`src/rtl/rsa_pkg.sv`:
```
// Shared constants and state encoding for the modular exponentiation engine.
package rsa_pkg;

   localparam int WIDTH_DEF     = 6;
   localparam int MODULUS_DEF   = 63;
   localparam int EXP_WIDTH_DEF = 6;

   localparam int ONE = 1;

   typedef enum logic [2:0] {
      IDLE,
      LOAD,
      MUL_A,
      RED_A,
      MUL_B,
      RED_B
   } state_t;

endpackage

```
`src/rtl/mod_reduce.sv`:
```
// Combinational x mod MODULUS over a double-width product; output is always < MODULUS.
module mod_reduce
   import rsa_pkg::*;
#(
   parameter int WIDTH   = WIDTH_DEF,
   parameter int MODULUS = MODULUS_DEF
) (
   input  logic [2*WIDTH-1:0] x,
   output logic [WIDTH-1:0]   y
);

   localparam logic [2*WIDTH-1:0] MOD_EXT = (2*WIDTH)'(MODULUS);

   // The remainder is strictly below MODULUS < 2**WIDTH, so truncation loses nothing.
   assign y = WIDTH'(x % MOD_EXT);

endmodule

```
`src/rtl/mod_exp_engine.sv`:
```
// Right-to-left square-and-multiply: result = base^exponent mod MODULUS.
// Each exponent bit costs four cycles (multiply, reduce, square, reduce);
// one shared reducer serves LOAD, RED_A and RED_B.
//
// state | meaning
// IDLE  | waiting for start, busy=0
// LOAD  | reduce base into b, acc=1, cnt=0
// MUL_A | prod = acc * (e[0] ? b : 1)
// RED_A | acc = prod mod N
// MUL_B | prod = b * b
// RED_B | b = prod mod N, shift e, count bit; finish after last bit
module mod_exp_engine
   import rsa_pkg::*;
#(
   parameter int WIDTH     = WIDTH_DEF,
   parameter int MODULUS   = MODULUS_DEF,
   parameter int EXP_WIDTH = EXP_WIDTH_DEF
) (
   input  logic                 clk,
   input  logic                 rst,
   input  logic                 start,
   input  logic [WIDTH-1:0]     base,
   input  logic [EXP_WIDTH-1:0] exponent,
   output logic                 busy,
   output logic                 done,
   output logic [WIDTH-1:0]     result
);

   localparam int CW = $clog2(EXP_WIDTH + 1);
   localparam int PW = 2 * WIDTH;

   state_t               state, state_nx;
   logic [WIDTH-1:0]     temp;
   logic [EXP_WIDTH-1:0] e_reg;
   logic [WIDTH-1:0]     acc;
   logic [WIDTH-1:0]     b;
   logic [PW-1:0]        prod;
   logic [CW-1:0]        cnt;
   logic [PW-1:0]        red_in;
   logic [WIDTH-1:0]     red_out;
   logic [WIDTH-1:0]     mul_op;
   logic                 last_bit;

   assign last_bit = (cnt == CW'(EXP_WIDTH - 1));
   assign mul_op   = e_reg[0] ? b : WIDTH'(ONE);

   mod_reduce #(
      .WIDTH   (WIDTH),
      .MODULUS (MODULUS)
   ) u_reduce (
      .x (red_in),
      .y (red_out)
   );

   // State register.
   always_ff @(posedge clk) begin
      if (rst) state <= IDLE;
      else     state <= state_nx;
   end

   // Next-state sequencing and reducer input select.
   always_comb begin
      state_nx = state;
      red_in   = prod;
      case (state)
         IDLE:  if (start) state_nx = LOAD;
         LOAD: begin
            red_in   = {{WIDTH{1'b0}}, temp};
            state_nx = MUL_A;
         end
         MUL_A: state_nx = RED_A;
         RED_A: state_nx = MUL_B;
         MUL_B: state_nx = RED_B;
         RED_B: state_nx = last_bit ? IDLE : MUL_A;
         default: state_nx = IDLE;
      endcase
   end

   // Datapath and handshake registers; done is a single-cycle pulse.
   always_ff @(posedge clk) begin
      if (rst) begin
         busy   <= 1'b0;
         done   <= 1'b0;
         result <= '0;
         temp   <= '0;
         e_reg  <= '0;
         acc    <= '0;
         b      <= '0;
         prod   <= '0;
         cnt    <= '0;
      end else begin
         done <= 1'b0;
         case (state)
            IDLE: begin
               if (start) begin
                  temp  <= base;
                  e_reg <= exponent;
                  busy  <= 1'b1;
               end
            end
            LOAD: begin
               b   <= red_out;
               acc <= WIDTH'(ONE);
               cnt <= '0;
            end
            MUL_A: prod <= PW'(acc) * PW'(mul_op);
            RED_A: acc  <= red_out;
            MUL_B: prod <= PW'(b) * PW'(b);
            RED_B: begin
               b     <= red_out;
               e_reg <= e_reg >> 1;
               cnt   <= cnt + CW'(1);
               if (last_bit) begin
                  result <= acc;
                  done   <= 1'b1;
                  busy   <= 1'b0;
               end
            end
            default: ;
         endcase
      end
   end

endmodule

```
`config.mk`:
```
export PLATFORM = sky130hd
export DESIGN_NAME = mod_exp_engine
export DESIGN_NICKNAME = d
export VERILOG_FILES = /design/src/rtl/rsa_pkg.sv /design/src/rtl/mod_reduce.sv /design/src/rtl/mod_exp_engine.sv
export SDC_FILE = /design/constraint.sdc
export NUM_CORES = 1
export LEC_CHECK = 0
export ABC_AREA = 1
export CORE_MARGIN = 5
export CORE_UTILIZATION = 50
export CTS_BUF_LIST = sky130_fd_sc_hd__clkbuf_4 sky130_fd_sc_hd__clkbuf_8 sky130_fd_sc_hd__clkbuf_16
export CTS_CLUSTER_SIZE = 16
export DETAILED_ROUTE_END_ITERATION = 8
export PLACE_DENSITY_LB_ADDON = 0.15
export REMOVE_ABC_BUFFERS = 1
export SYNTH_ARGS = -nofsm -noshare
export SYNTH_HDL_FRONTEND = slang
export SYNTH_SLANG_ARGS = --single-unit
```
`constraint.sdc`:
```
create_clock -name clk -period 7.7 [get_ports clk]
set_input_delay 1.155 -clock clk [delete_from_list [all_inputs] [get_ports clk]]
set_output_delay 1.155 -clock clk [all_outputs]
set_load 0.02 [all_outputs]
```
==> key figures <==
Status
  • Status: finished, final reports clean

Detailed routing
  • DRT antenna net count: 0
  • TritonRoute pass-1 iters: 5
  • Via/cell ratio: 5.12
  • 1st-iter DRT viols: 330
  • Residual DRC: 0
  • Final WL: ~12000 µm
  • Via count: approximately 4700
  • Detailed-route wire length per cell: ~13 µm

Run
  • Max-cap violations: 0

Floorplan
  • Placeable Area: ~0.010 mm²
  • Die Wd: 111 µm
  • I/O pin count: 23
  • Die height: about 110 µm
  • Die area: around 0.012 mm²
  • Initial Utilization: 0.505
  • Core Rows: 37

Timing
  • Final Hold Vio Count: 0
  • Skew final: 13.4 ps
  • Worst-Margin Slew: between 800 and 900 ps
  • Clock period minus worst slack: just over 5000 ps
  • Number of max-slew violations in the final report: 0
  • Slew headroom: 0.448
  • RSZ-0062 raised after global routing: false
  • Fin crit share: 0.661
  • Total Negative Setup Slacks: 0 ps
  • Max Freq: 0.197 GHz
  • Setup violators final: 0

CTS
  • CTS max path bufs: 2
  • Clk slew on worst S/H paths: roughly 100 ps
  • # hold bufs at CTS: 0
  • Clock sinks: 50
  • Clock Tree Root: clkbuf_8
  • PostCTS Resize Cnt: 0
  • Worst-Skew Late Latency: between 300 and 400 ps
  • Setup Buffers After CTS: 0
  • CTS tree: yes
  • Total CTS buffers: 5
  • H-Tree Depth: 2

Global route
  • Met3 GRT Util: 0.0207
  • First-pass GRT wire length: 21000 µm
  • Vias in the first global route: between 4000 and 5000
  • Met1 Use GR: 0.257
  • Antenna violations before repair: 0
  • Largest net degree at the start of global routing: 32
  • GR met2 Demand/Resource: 0.358
  • GRT overflow: 0
  • Gr usage total: 0.199
  • Most Used Layer, Global Route: met2

Synth
  • Yosys reg bits: 50
  • Distinct cells, synth: 46
  • Sequential area share after synthesis: 0.196
  • Post-synth top flop: dfxtp_1
  • Post-Syn Instances: about 760
  • Post-synthesis async set-or-reset flop share: 0
  • Number of synthesized flops with an enable pin: 0
  • Netlist Area Pre-Place: 0.00512 mm²
  • Synthesis warning total: 0
  • Syn Area/Cell: slightly below 7 µm²

Setup path
  • Crit. End Element: flip-flop
  • Crit Path Class: flip-flop to flip-flop
  • Critical-path maximum fanout: 18
  • Beginning of the critical path: state[2]$_SDFFE_PP0P_
  • R2R Path Start: state[2]$_SDFFE_PP0P_
  • Arr. time, crit path: around 5300 ps
  • Crit-path most repeated cell: nand2_1
  • Req. time, crit path: around 7900 ps
  • Highest-delay cell along the critical path: dfxtp_1
  • Critical Path Max Stage Delay: 370 ps
  • Worst Reg-to-Reg Cells: 39
  • Critical Path Start Type: flip-flop

Final layout
  • Number of fill cells: about 980
  • Antenna Cells: 0
  • Area grow syn2layout: 8.29%
  • Final #Nets: 850
  • Max FFs per register: 12
  • Post-layout util: 0.546
  • Proportion of layout cells with a drive suffix above 1: 0.109
  • Top reg by flops: prod

Power
  • Peak supply drop: around 0.11 mV
  • Pwr/cell area: ~210 mW/mm²
  • Static Leak: around 2.8 nW

Hold path
  • Hold path start: temp[3]$_SDFFE_PP0P_
  • WHS Path Cells: 2
  • Hold Path Class: flip-flop to flip-flop

Placed design
  • RePlAce Congestion: around 0.9
  • IO Port Bufs: 22
  • Post-DP HPWL: 9690 µm
## final timing paths
check / slack (ps) / to
max: 2610 / acc[0]$_SDFFE_PP0P_
min: 450 / temp[3]$_SDFFE_PP0P_
max reg2reg: 2610 / acc[0]$_SDFFE_PP0P_
min reg2reg: 450 / temp[3]$_SDFFE_PP0P_
## cell type report
type / count / area, µm² / share of cell area
Clock buffer: 6 / 82.6 / 0.0149
Tap cell: 136 / 170 / 0.0307
Timing Repair Buffer: 23 / 228 / 0.0411
Multi-Input combinational cell: 543 / 3480 / 0.629
Sequential cell: 50 / 1000 / 0.181
Clock inverter: 2 / 12.5 / 0.00226
Inverter: 150 / 563 / 0.102
## synthesized netlist by cell type (9+ instances only)
cell | number | area [µm²]
dfxtp_1 | 50 | 1000
nand3_1 | 28 | 140
a31oi_1 | 10 | 62.6
a21oi_1 | 35 | 175
inv_1 | 136 | 510
nand2_2 | 18 | 113
ha_1 | 37 | 463
xor2_1 | 11 | 96.3
fa_1 | 25 | 500
nand2_1 | 175 | 657
o21ai_0 | 39 | 195
clkbuf_1 | 13 | 48.8
inv_2 | 11 | 41.3
nand4_1 | 9 | 56.3
nor2_1 | 73 | 274
## layer usage
layer  vias up  wire length, µm  part of all wire
met5         -                0                 0
met4         0              199             0.017
met3        15              315             0.027
met2        78             5680              0.48
met1      2164             5630              0.48
li1       2404                -                 -
## logic make-up after synthesis
logic type | share of synthesized area
AOI/OAI and AO/OA | 0.131
xor gates and xnor gates | 0.0342
adders and majority gates | 0.188
buffers and inverters | 0.124
DFF | 0.196
and+or+nand+nor | 0.328
## worst max-delay path, delay by kind of cell (launching register included)
family	cells	cell delay [ps]
buffers and inverters	5	360
AO/OA/AOI/OAI	3	580
XOR/XNOR	1	160
flip-flops	1	370
adder cells (fa/ha/maj)	2	390
AND/OR/NAND/NOR	28	3110
## metrics by stage
step	worst slack, ps	instance area (µm²)	hold slack, ps	total power, mW	cells
finish	2610	5540	451	1.19	910
global route	2080	5540	487	1.31	910
CTS	2630	5540	454	1.20	910
detailed placement	2680	5450	441	1.03	902
global placement	2930	5450	439	1.02	902
floorplan	3290	5050	426	0.868	743
## cell usage in the layout (no fill, tap or decap), drive strengths merged
| cell type | netlist | final |
|---|---|---|
| nand3b | 1 | 1 |
| fa | 25 | 25 |
| dfxtp | 50 | 50 |
| a21o | 1 | 1 |
| clkdlybuf4s50 | 0 | 22 |
| a31oi | 10 | 10 |
| buf | 1 | 1 |
| nand2 | 201 | 201 |
| o21bai | 3 | 3 |
| o21ai | 51 | 51 |
| xnor2 | 4 | 4 |
| a22oi | 1 | 1 |
| inv | 147 | 147 |
| nor3 | 8 | 8 |
| o21a | 2 | 2 |
| nand4 | 10 | 10 |
| clkinv | 3 | 4 |
| xor2 | 13 | 13 |
| clkbuf | 13 | 6 |
| a2bb2oi | 1 | 1 |
| ha | 37 | 37 |
| o2111a | 1 | 1 |
| o211ai | 4 | 4 |
| a221oi | 2 | 2 |
| nor2 | 86 | 86 |
| o31ai | 2 | 2 |
| nand3 | 39 | 39 |
| clkinvlp | 0 | 1 |
| or2 | 4 | 4 |
| a21oi | 37 | 37 |
## report_power, final
part / switching, mW / leakage, nW / total [mW] / internal [mW]
Clock: 0.0912 / 0.0472 / 0.164 / 0.0724
Sequential: 0.0525 / 0.407 / 0.349 / 0.296
Combinational: 0.454 / 2.33 / 0.677 / 0.223
Total: 0.597 / 2.78 / 1.19 / 0.592
(Power assumes the default switching activity.)
